`src/rtl/alu_ctrl_issue.sv`:
```
// RV32 ALU-control decoder feeding a 2-entry in-order issue FIFO.
// Decoded control fields are buffered, and illegal encodings are counted with saturation.
module alu_ctrl_issue #(
  parameter int CNT_W = 8
) (
  input  logic             clk_i,
  input  logic             rst_i,
  input  logic             valid_i,
  input  logic [31:0]      instr_i,
  output logic             ready_o,
  input  logic             flush_i,
  input  logic             ready_i,
  output logic             valid_o,
  output logic [2:0]       ALUCtrl_o,
  output logic             ALUSrc_o,
  output logic             RegWrite_o,
  output logic             MemRead_o,
  output logic             MemWrite_o,
  output logic             Branch_o,
  output logic [4:0]       rs1_o,
  output logic [4:0]       rs2_o,
  output logic [4:0]       rd_o,
  output logic             illegal_o,
  output logic [CNT_W-1:0] illegal_cnt_o
);

  typedef struct packed {
    logic [2:0] alu_ctrl;
    logic       alu_src;
    logic       reg_write;
    logic       mem_read;
    logic       mem_write;
    logic       branch;
    logic [4:0] rs1;
    logic [4:0] rs2;
    logic [4:0] rd;
    logic       illegal;
  } entry_t;

  localparam logic [2:0] OP_AND = 3'd1, OP_XOR = 3'd2, OP_SLL = 3'd3, OP_ADD = 3'd4,
                         OP_SUB = 3'd5, OP_MUL = 3'd6, OP_SRA = 3'd7;

  entry_t             dec;
  entry_t [1:0]       ent_q, ent_d;
  logic   [1:0]       cnt_q, cnt_d;
  logic   [CNT_W-1:0] ill_cnt_q;
  logic               push, pop;

  // Combinational decode; register fields pass through even for illegal words.
  always_comb begin
    logic [6:0] opc, f7;
    logic [2:0] f3;
    opc = instr_i[6:0];
    f3  = instr_i[14:12];
    f7  = instr_i[31:25];
    dec         = '0;
    dec.rs1     = instr_i[19:15];
    dec.rs2     = instr_i[24:20];
    dec.rd      = instr_i[11:7];
    dec.illegal = 1'b1;
    case (opc)
      7'b0110011: begin
        if (f7 == 7'b0000000) begin
          case (f3)
            3'b111:  dec.alu_ctrl = OP_AND;
            3'b100:  dec.alu_ctrl = OP_XOR;
            3'b001:  dec.alu_ctrl = OP_SLL;
            3'b000:  dec.alu_ctrl = OP_ADD;
            default: dec.alu_ctrl = 3'd0;
          endcase
        end else if (f7 == 7'b0100000 && f3 == 3'b000) begin
          dec.alu_ctrl = OP_SUB;
        end else if (f7 == 7'b0000001 && f3 == 3'b000) begin
          dec.alu_ctrl = OP_MUL;
        end
        if (dec.alu_ctrl != 3'd0) begin
          dec.reg_write = 1'b1;
          dec.illegal   = 1'b0;
        end
      end
      7'b0010011: begin
        if (f3 == 3'b000) dec.alu_ctrl = OP_ADD;
        else if (f3 == 3'b101 && f7 == 7'b0100000) dec.alu_ctrl = OP_SRA;
        if (dec.alu_ctrl != 3'd0) begin
          dec.reg_write = 1'b1;
          dec.alu_src   = 1'b1;
          dec.illegal   = 1'b0;
        end
      end
      7'b0000011: if (f3 == 3'b010) begin
        dec.alu_ctrl  = OP_ADD;
        dec.alu_src   = 1'b1;
        dec.reg_write = 1'b1;
        dec.mem_read  = 1'b1;
        dec.illegal   = 1'b0;
      end
      7'b0100011: if (f3 == 3'b010) begin
        dec.alu_ctrl  = OP_ADD;
        dec.alu_src   = 1'b1;
        dec.mem_write = 1'b1;
        dec.illegal   = 1'b0;
      end
      7'b1100011: if (f3 == 3'b000) begin
        dec.alu_ctrl = OP_SUB;
        dec.branch   = 1'b1;
        dec.illegal  = 1'b0;
      end
      default: ;
    endcase
  end

  assign ready_o = (cnt_q != 2'd2);
  assign valid_o = (cnt_q != 2'd0);
  assign push    = valid_i & ready_o;
  assign pop     = valid_o & ready_i;

  // Entry 0 is always the head; a pop shifts entry 1 down.
  always_comb begin
    cnt_d = cnt_q;
    ent_d = ent_q;
    if (flush_i) begin
      cnt_d = 2'd0;
      ent_d = '0;
    end else begin
      case (cnt_q)
        2'd0: if (push) begin
          ent_d[0] = dec;
          cnt_d    = 2'd1;
        end
        2'd1: begin
          if (push && pop) begin
            ent_d[0] = dec;
          end else if (push) begin
            ent_d[1] = dec;
            cnt_d    = 2'd2;
          end else if (pop) begin
            ent_d[0] = '0;
            cnt_d    = 2'd0;
          end
        end
        2'd2: if (pop) begin
          ent_d[0] = ent_q[1];
          ent_d[1] = '0;
          cnt_d    = 2'd1;
        end
        default: cnt_d = 2'd0;
      endcase
    end
  end

  always_ff @(posedge clk_i or negedge rst_i) begin
    if (!rst_i) begin
      cnt_q     <= 2'd0;
      ent_q     <= '0;
      ill_cnt_q <= '0;
    end else begin
      cnt_q <= cnt_d;
      ent_q <= ent_d;
      if (push && !flush_i && dec.illegal && ill_cnt_q != {CNT_W{1'b1}})
        ill_cnt_q <= ill_cnt_q + 1'b1;
    end
  end

  entry_t head;
  assign head          = valid_o ? ent_q[0] : '0;
  assign ALUCtrl_o     = head.alu_ctrl;
  assign ALUSrc_o      = head.alu_src;
  assign RegWrite_o    = head.reg_write;
  assign MemRead_o     = head.mem_read;
  assign MemWrite_o    = head.mem_write;
  assign Branch_o      = head.branch;
  assign rs1_o         = head.rs1;
  assign rs2_o         = head.rs2;
  assign rd_o          = head.rd;
  assign illegal_o     = head.illegal;
  assign illegal_cnt_o = ill_cnt_q;

endmodule

```
`config.mk`:
```
export PLATFORM = sky130hd
export DESIGN_NAME = alu_ctrl_issue
export DESIGN_NICKNAME = d
export VERILOG_FILES = /design/src/rtl/alu_ctrl_issue.sv
export SDC_FILE = /design/constraint.sdc
export NUM_CORES = 1
export LEC_CHECK = 0
export ABC_AREA = 0
export ABC_CLOCK_PERIOD_IN_PS = 6620
export CAP_MARGIN = 20
export CORE_ASPECT_RATIO = 1.75
export CORE_MARGIN = 2
export CORE_UTILIZATION = 55
export CTS_BUF_LIST = sky130_fd_sc_hd__clkbuf_8
export DETAILED_ROUTE_END_ITERATION = 10
export GPL_ROUTABILITY_DRIVEN = 0
export PLACE_DENSITY_LB_ADDON = 0.25
export SLEW_MARGIN = 20
export SYNTH_ARGS = -nofsm -noshare
export SYNTH_HDL_FRONTEND = slang
export SYNTH_SLANG_ARGS = --single-unit
```
`constraint.sdc`:
```
create_clock -name clk_i -period 6.62 [get_ports clk_i]
set_clock_uncertainty 0.15 [all_clocks]
set_input_delay 1.324 -clock clk_i [delete_from_list [all_inputs] [get_ports clk_i]]
set_output_delay 1.324 -clock clk_i [all_outputs]
set_load 0.005 [all_outputs]
```
==> flow_summary_export.csv <==
group,metric,value,unit
logic_synthesis,synth_seq_cells,58,
logic_synthesis,synth_top_family_by_area,"compound AO/OA/AOI/OAI gates",
clocking,clk_latency,0.34,ns
detailed_routing,drtIter0Drc,118,
detailed_routing,wl,7.22,mm
sta,finalCriticalPeriod,4.12,ns
detailed_routing,avgRoutedWirePerCell,15.8,um
logic_synthesis,ys_seq_area_share,47.0,%
final_layout,fin_area,4110,um^2
floorplan,die_y,103,um
global_routing,antenna_found_initial,0,
setup_path,rr_startpoint,"cnt_q[0]",
placement,dpl-instance-area,3810,um^2
clocking,clock_sinks,58,
floorplan,dieArea,6250,um^2
placement,dpl.hpwl,4.92,mm
global_routing,grt_pass1_vias,2671,
logic_synthesis,netlist_area,3090,um^2
global_routing,gr-total-overflow,0,
sta,hold_viol,0,
setup_path,crit_chain,"inv_1 -> ha_1 -> nand2b_1 -> nor2_1 -> a311oi_4 -> or2_1 -> or2b_1 -> o21ai_1",
clocking,root_buffer,"clkbuf_8",
final_layout,nets,418,
sta,timing.setup.tns,0,ns
setup_path,start_kind,"flop",
power,p_comb_share,26.3,%
detailed_routing,viasPerCell,5.90,
min_path,hp-start,"ent_q[24]",
final_layout,antennaDiodeCount,0,
global_routing,grt_use_total,25.1,%
detailed_routing,drc_errors,0,
sta,period_share,62.3,%
floorplan,rows,36,
setup_path,cp_max_fo,28,
setup_path,path_class,"reg2reg",
clocking,cts.path.max_buffers,2,
logic_synthesis,ys_async_sr_fraction,100,%
logic_synthesis,yosysWarnings,0,
setup_path,crit_path_top_delay_cell,"a311oi_4",
detailed_routing,vias,2703,
setup_path,endpoint,"ent_q[0]",
power,sequentialPowerShare,36.9,%
clocking,cts_made_buffers,9,
setup_path,startpoint,"cnt_q[0]",
power,power.leakage,1.68,nW
outcome,run_status,"completed",
detailed_routing,ant_nets,0,
logic_synthesis,synth-main-ff-cell,"dfrtp_1",
sta,setup_viol,0,
logic_synthesis,synth-adder-area-share,1.95,%
sta,slew_headroom,26.5,%
logic_synthesis,synth-simple-area-share,20.9,%
clocking,htree_num_levels,3,
power,finalPower,1.24,mW
setup_path,r2r_end,"ent_q[0]",
floorplan,coreArea,5500,um^2
setup_path,ff2ff_path_depth,8,
logic_synthesis,syn_nets,354,
placement,numPlacedInstances,442,
final_layout,area_delta_synth_final,33.0,%
final_layout,fin_util,74.7,%
logic_synthesis,yosys.area_share.xor_xnor,2.27,%
clocking,clkTransAtPathRegs,0.06,ns
sta,slew_viol_final,0,
setup_path,crit_required,6.68,ns
global_routing,grt_max_degree,59,
floorplan,initial_utilization,56.1,%
power,clkPwrFrac,36.8,%
detailed_routing,first_pass_iters,4,
logic_synthesis,ys_types,57,
floorplan,io_pins,71,
clocking,post_cts_buffers,0,
logic_synthesis,syn-mean-instance-area,9.86,um^2
min_path,min_path_type,"reg2reg",
logic_synthesis,synth-edff-count,0,
job,maxCapViolations,0,
final_layout,drive_above_1_share,8.64,%
logic_synthesis,netlist_instances,313,
logic_synthesis,synth_top_area_share,47.0,%
setup_path,r2r_slack,2.50,ns
sta,rsz0062_at_grt,"no",
power,vdd_drop_max,0.000232,V
clocking,cts_hold_buffers,0,
setup_path,slowest_delay,0.95,ns
clocking,post_cts_resized,0,
setup_path,crit_path_end_kind,"flop",
sta,fmax,243,MHz
logic_synthesis,synth-compound-area-share,23.2,%
power,internal_power,0.892,mW
placement,numPortBuffers,70,
power,power.density,302,nW/um^2
floorplan,die_w,60.6,um
power,switchingPower,0.348,mW
clocking,cts_tree,"built",
final_layout,instances_no_fill,458,
logic_synthesis,muxShareOfSynthArea,0.852,%
logic_synthesis,yosysTopAreaCell,"dfrtp_1",
logic_synthesis,synth_area_leaders,"dfrtp_1, a22oi_1, nor2b_1",
power,switching_share,28.1,%
global_routing,grt_pass1_wl,11.9,mm
setup_path,worstPathArrival,4.18,ns
sta,worst_slew_pin_slew,1.10,ns
sequential cells by signal (all words and copies together) (netlist names):
signal / flops
illegal_cnt_o: 8
cnt_q: 2
ent_q: 48
kinds of logic after synthesis:
family	after synthesis
and+or+nand+nor	119
AOI/OAI and AO/OA	96
DFF	58
buffers and inverters	25
xor gates and xnor gates	8
adders and majority gates	5
muxes	2
metal layers:
metal / global-route usage, % / vias up / wire length [um]
li1: - / 1269 / -
met1: 28.7 / 1327 / 2750
met2: 43.4 / 87 / 3950
met3: 5.90 / 20 / 342
met4: 11.0 / 0 / 178
met5: 0 / - / 0
worst max-delay path, delay by kind of cell, from the launching register on:
family	cells	cell delay, ns
fa+ha+maj	1	0.90
compound gates	2	1.06
simple gates	4	1.37
flops	1	0.41
buf+inv	1	0.10
area by class of cell:
cell class / count / area (um^2)
tap: 76 / 95.1
clock inverter: 4 / 120
sequential: 58 / 1450
clock buffer: 12 / 165
multi-input combinational: 230 / 1540
inverter: 6 / 22.5
fill: 413 / 1390
timing repair buffer: 72 / 711
power by group through the flow:
stage / combinational, mW / clock (mW) / sequential [mW]
floorplan: 0.183 / 0 / 0.453
global placement: 0.314 / 0 / 0.459
detailed placement: 0.323 / 0 / 0.461
CTS: 0.327 / 0.460 / 0.457
global route: 0.362 / 0.476 / 0.466
finish: 0.326 / 0.457 / 0.457
worst min-delay path by stage:
stage / end / slack [ns] / cells after the start
after floorplan: ent_q[24] / 0.29 / 2
after global placement: ent_q[8] / 0.31 / 2
after detailed placement: ent_q[24] / 0.31 / 2
after CTS: ent_q[24] / 0.33 / 2
after global routing: ent_q[3] / 0.35 / 2
final: ent_q[24] / 0.32 / 2
synthesized netlist by cell type (3+ instances only):
master     n
nor3_2     3
ha_1       4
o21ai_0    5
buf_2      5
nor3_1     5
nand2_1   33
clkbuf_1  10
nor2_1    18
a21oi_1    5
a22o_1    16
buf_4      3
dfrtp_1   58
nand3_1   10
nand4_1    4
inv_1      5
o21ai_1   29
or3_1      3
nor2b_1   25
a31oi_1    4
xnor2_1    4
a22oi_1   21
xor2_1     4
per-stage QoR:
| step | hold slack, ns | worst slack [ns] |
|---|---|---|
| final | 0.323 | 2.50 |
| after global placement | 0.312 | 2.34 |
| after global routing | 0.352 | 2.22 |
| after floorplan | 0.291 | 3.44 |
| after CTS | 0.327 | 2.50 |
| after detailed placement | 0.313 | 2.29 |
layout by cell type (no fill, tap or decap), types with 5 or more instances in the layout:
cell type	Yosys	layout
clkdlybuf4s50_1	0	69
dfrtp_1	58	58
nand2_1	33	33
o21ai_1	29	29
nor2b_1	25	25
a22oi_1	21	21
nor2_1	18	18
a22o_1	16	16
clkbuf_8	0	12
nand3_1	10	10
inv_1	5	5
nor3_1	5	5
o21ai_0	5	5
a21oi_1	5	5
Note: power is estimated with default switching activity, not from simulation.
==> patch 1, RTL diff (same flow settings) <==
Set the parameter `CNT_W` to 9 (it was 8).
--- a/src/rtl/alu_ctrl_issue.sv
+++ b/src/rtl/alu_ctrl_issue.sv
@@ -3,3 +3,3 @@
 module alu_ctrl_issue #(
-  parameter int CNT_W = 8
+  parameter int CNT_W = 9
 ) (
Ports: changed (resized illegal_cnt_o); port bits go from 71 to 72. The function was not compared with the original's and may differ.
==> patch 1 against the original RTL <==
Register-to-register slack gained 0.75 ns. Sequential cell count grew 1. Worst setup slack gained 0.32 ns. Power shrank 8.6%. Final cell count grew 4.8%. Count of clock-buffer cells in the layout grew 1. Routed wire length grew 9.2%. Non-clock buffer count grew 2. Synthesized area grew 7.5%. Global-route usage is essentially flat. Cell area grew 3.3%.
==> patch 1: results (changes against the original RTL) <==
Synth Instances - 334 (was 313)
Most used DFF post-synth - dfrtp_1 (unchanged)
Post-DP HPWL - 5.50 mm (was 4.92 mm)
WL met2 - 4.40 mm (was 3.95 mm)
R2r setup slk - 3.25 ns (was 2.50 ns)
Nets - 439 (was 418)
Reg with most FFs - ent_q (unchanged)
Peak VDD IR - 0.000236 V (was 0.000232 V)
Max reg flops - 48 (unchanged)
R2R depth - 7 (was 8)
Overall fraction of global-route tracks in use - 0.251 (about the same)
Distinct cells, synth - 59 (was 57)
Pre-CTS setup slack - 2.27 ns (was 2.29 ns)
Outcome - finished, final reports clean (unchanged)
TNS Setup - 0 ns (unchanged)
Wire length on met3 - 310 um (was 342 um)
Met1 Wirelength - 3.02 mm (was 2.75 mm)
Finished Layout Cells - 480 (was 458)
CP Class - reg -> out (was reg -> reg)
Placed insts - 462 (was 442)
Reg2reg end - ent_q[19]$_DFFE_PN0P_ (was ent_q[0]$_DFFE_PN0P_)
Worst reg2reg startpoint - cnt_q[0]$_DFFE_PN0P_ (unchanged)
Synth top area cells - dfrtp_1, nor2b_1, a22o_1 (was dfrtp_1, a22oi_1, nor2b_1)
Leak - 1.76 nW (was 1.68 nW)
Pre-Repair DR Iteration Count - 5 (was 4)
First-pass GRT wire length - 13.3 mm (was 11.9 mm)
WL final - 7.89 mm (was 7.22 mm)
Ratio of cells with drive above 1 in the final layout - 0.0896 (was 0.0864)
Synth top area share - 0.445 (was 0.470)
Post-Syn Nets - 376 (was 354)
Largest net degree at the start of global routing - 60 (was 59)
Routed via count - 2857 (was 2703)
Worst-Margin Slew - 1.00 ns (was 1.10 ns)
End point of the critical path - ALUCtrl_o[2] (was ent_q[0]$_DFFE_PN0P_)
Port Buffers - 71 (was 70)
Final worst slack - 2.82 ns (was 2.50 ns)
CP Data Arrival Time - 2.32 ns (was 4.18 ns)
Filler cells - 481 (was 413)
DRT iter0 DRCs - 159 (was 118)
Seq/Total Area, Yosys - 0.445 (was 0.470)
Post-synth top cells - dfrtp_1, nand2_1, o21ai_0, nor2b_1, a22o_1 (was dfrtp_1, nand2_1, o21ai_1, nor2b_1, a22oi_1)
Worst-path fanout max - 29 (was 28)
CTS root buf - clkbuf_8 (unchanged)
[patch 1: cell count changes after synthesis, moves of 4 or more]
cell     change
a21o_1       +4
a22oi_1      -4
and3b_1      +4
buf_2        +5
nand2_1      +7
nor2_1       -5
o21ai_0     +24
o21ai_1     -29
xor2_1       -4
[patch 1: cell families (layout without fill, tap and decap cells)]
kind of cell | Yosys count | count (layout) | synth area share
AND/OR/NAND/NOR | 138 | 138 | 0.246
XOR/XNOR | 7 | 7 | 0.0185
AO/OA/AOI/OAI | 93 | 93 | 0.217
multiplexers | 2 | 2 | 0.00905
buffers and inverters | 29 | 97 | 0.0422
flip-flops | 59 | 59 | 0.445
adder cells (fa/ha/maj) | 6 | 6 | 0.0219
[patch 1: layout make-up]
type                            count  area [um2]  share of cell area
Clock inverter                      3        12.5             0.00295
Tap cell                           78        97.6              0.0230
Inverter                            7        26.3             0.00620
Sequential cell                    59        1480               0.348
Clock buffer                       13         179              0.0422
Timing Repair Buffer               74         739               0.174
Multi-Input combinational cell    246        1710               0.403
[patch 1: worst max-delay path: stages (launching register included)]
cell,delay (ns)
dfrtp_1,0.41
inv_1,0.09
ha_1,0.82
nor2b_1,0.15
clkdlybuf4s50_1,0.52
[patch 1: stage by stage]
step / total power, mW / hold WS, ns / area, um2
2_1_floorplan: 0.671 / 0.292 / 3320
3_3_place_gp: 0.814 / 0.303 / 4020
3_5_place_dp: 0.827 / 0.312 / 4020
4_1_cts: 1.13 / 0.326 / 4210
5_1_grt: 1.20 / 0.356 / 4240
6_report: 1.13 / 0.320 / 4240
[patch 1: layer usage]
metal	vias up	GRT usage
met3	17	0.0420
met5	-	0
li1	1338	-
met4	0	0.132
met2	104	0.446
met1	1398	0.286
[patch 1: how the worst min path moves through the flow]
stage / endpoint / from / slack, ns
floorplan: ent_q[10]$_DFFE_PN0P_ / ent_q[10]$_DFFE_PN0P_ / 0.29
global placement: ent_q[8]$_DFFE_PN0P_ / ent_q[8]$_DFFE_PN0P_ / 0.30
detailed placement: ent_q[5]$_DFFE_PN0P_ / ent_q[5]$_DFFE_PN0P_ / 0.31
CTS: ent_q[5]$_DFFE_PN0P_ / ent_q[5]$_DFFE_PN0P_ / 0.33
global route: ent_q[8]$_DFFE_PN0P_ / ent_q[8]$_DFFE_PN0P_ / 0.36
finish: ent_q[5]$_DFFE_PN0P_ / ent_q[5]$_DFFE_PN0P_ / 0.32
[patch 1: report_power, final]
group	switching (mW)	internal, mW	total, mW	leakage [nW]
registers	0.0465	0.421	0.468	0.787
clock network	0.131	0.173	0.305	0.108
logic	0.182	0.178	0.360	0.867
==> patch 2, RTL diff (same settings) <==
Made on the original files. Reset style: synchronous (`rst_i`), changed in one clocked block.
--- a/src/rtl/alu_ctrl_issue.sv
+++ b/src/rtl/alu_ctrl_issue.sv
@@ -150,3 +150,3 @@
 
-  always_ff @(posedge clk_i or negedge rst_i) begin
+  always_ff @(posedge clk_i) begin
     if (!rst_i) begin
Behaviour: differs if rst_i is asserted again (counterexample within 4 cycles, from zero or initial values and one cycle with rst_i low); with rst_i held inactive, the same outputs for 4 cycles.
==> patch 2 against the original RTL <==
Non-clock buffer count up 2. Die area down 4.7%. Final cell count up 2.8%. Worst setup slack better by 0.28 ns. Sequential cell count unchanged. Largest cell class unchanged. Routed wire length up 12%. Synthesized area down 4.9%. Cell area down 5.0%.
Power is not compared: it rests on default switching activity, and its combinational part moved more than twofold at a synthesized area within 25%.
==> patch 2: results (changes against the original RTL) <==
Seq/Total Area, Yosys - 0.396 (was 0.470)
Post-DP HPWL - 5.22 mm (was 4.92 mm)
Hold Startpoint - ent_q[43]$_SDFFE_PP0P_ (was ent_q[24]$_DFFE_PN0P_)
R2r setup slk - 3.36 ns (was 2.50 ns)
GRT met3 Usage - 0.0629 (was 0.0590)
Area Growth Syn to Fin - 33.0% (about the same)
Placed cell area - 0.00366 mm2 (was 0.00381 mm2)
Synth top area cells - dfxtp_1, a22oi_1, nor2_1 (was dfrtp_1, a22oi_1, nor2b_1)
Worst-Margin Slew - 1.07 ns (was 1.10 ns)
Most used DFF post-synth - dfxtp_1 (was dfrtp_1)
Leak - 1.34 nW
Worst reg2reg startpoint - cnt_q[0]$_SDFFE_PP0P_ (was cnt_q[0]$_DFFE_PN0P_)
First-pass GRT wire length - 13.0 mm (was 11.9 mm)
R2R depth - 7 (was 8)
Worst-path fanout max - 27 (was 28)
Diodes inserted - 0 (unchanged)
Filler cells - 403 (was 413)
CP max-delay cell - ha_1 (was a311oi_4)
GR Util met2 - 0.501 (was 0.434)
Overall fraction of global-route tracks in use - 0.284 (was 0.251)
Distinct cells, synth - 50 (was 57)
Tmin final - 3.84 ns (was 4.12 ns)
Top delay family on crit path - adder cells (was simple AND/OR/NAND/NOR gates)
WL final - 8.06 mm (was 7.22 mm)
Final hold vios - 0 (unchanged)
Pre-CTS setup slack - 2.56 ns (was 2.29 ns)
Outcome - finished, final reports clean (unchanged)
Critical Path Start - cnt_q[1]$_SDFFE_PP0P_ (was cnt_q[0]$_DFFE_PN0P_)
Nets - 453 (was 418)
Hold slack - 0.312 ns (was 0.323 ns)
M1 GR Usage - 0.292 (was 0.287)
Reg2reg end - ent_q[1]$_SDFFE_PP0P_ (was ent_q[0]$_DFFE_PN0P_)
Post-synth top cells - dfxtp_1, nor2_1, a22oi_1, nor2b_1, clkbuf_1 (was dfrtp_1, nand2_1, o21ai_1, nor2b_1, a22oi_1)
Worst hold endpoint - ent_q[43]$_SDFFE_PP0P_ (was ent_q[24]$_DFFE_PN0P_)
Placed insts - 455 (was 442)
Ratio of cells with drive above 1 in the final layout - 0.0601 (was 0.0864)
Largest net degree at the start of global routing - 48 (was 59)
DR vias/cell - 6.29 (was 5.90)
Synth Instances - 353 (was 313)
End point of the critical path - valid_o (was ent_q[0]$_DFFE_PN0P_)
Ys async rst share - 0 (was 1.00)
Post-Syn Nets - 395 (was 354)
Critical Path Max Stage Delay - 0.87 ns (was 0.95 ns)
==> patch 2: cell count changes in the layout (fill, tap and decap cells not counted), moves of 4 or more <==
cell,delta
a211oi_1,+18
a21oi_1,+7
a22o_1,-16
a22oi_1,+19
dfrtp_1,-58
dfxtp_1,+58
inv_1,+6
nand2_1,-18
nand2b_1,+6
nand3_1,-4
nor2_1,+37
o21ai_1,-28
==> patch 2: layer usage <==
| layer | up-vias | share of wire |
|---|---|---|
| li1 | 1412 | - |
| met2 | 123 | 0.56 |
| met5 | - | 0 |
| met4 | 0 | 0.032 |
| met3 | 24 | 0.057 |
| met1 | 1403 | 0.35 |
==> patch 2: worst reg2reg max path: stages (launching register included) <==
cell      delay [ns]
dfxtp_1         0.38
inv_1           0.08
ha_1            0.57
nand2b_1        0.37
or3_1           0.40
nand2_1         0.67
a22oi_1         0.22
a211oi_1        0.31
==> patch 2: power by group <==
part / switching, mW / internal (mW)
Combinational: 0.0639 / 0.0563
Sequential: 0.00559 / 0.360
Clock: 0.140 / 0.258
==> patch 2: cell families after synthesis <==
| logic type | synth area share |
|---|---|
| and+or+nand+nor | 0.242 |
| muxes | 0.0102 |
| buffers and inverters | 0.0503 |
| AOI/OAI and AO/OA | 0.268 |
| adders and majority gates | 0.0213 |
| DFF | 0.396 |
| xor gates and xnor gates | 0.0119 |
==> patch 2: area by class of cell <==
| class | instances | share of cell area |
|---|---|---|
| sequential | 58 | 0.298 |
| inverter | 9 | 0.00866 |
| clock inverter | 6 | 0.0273 |
| multi-input combinational | 259 | 0.421 |
| timing repair buffer | 74 | 0.192 |
| clock buffer | 10 | 0.0353 |
| tap | 55 | 0.0176 |
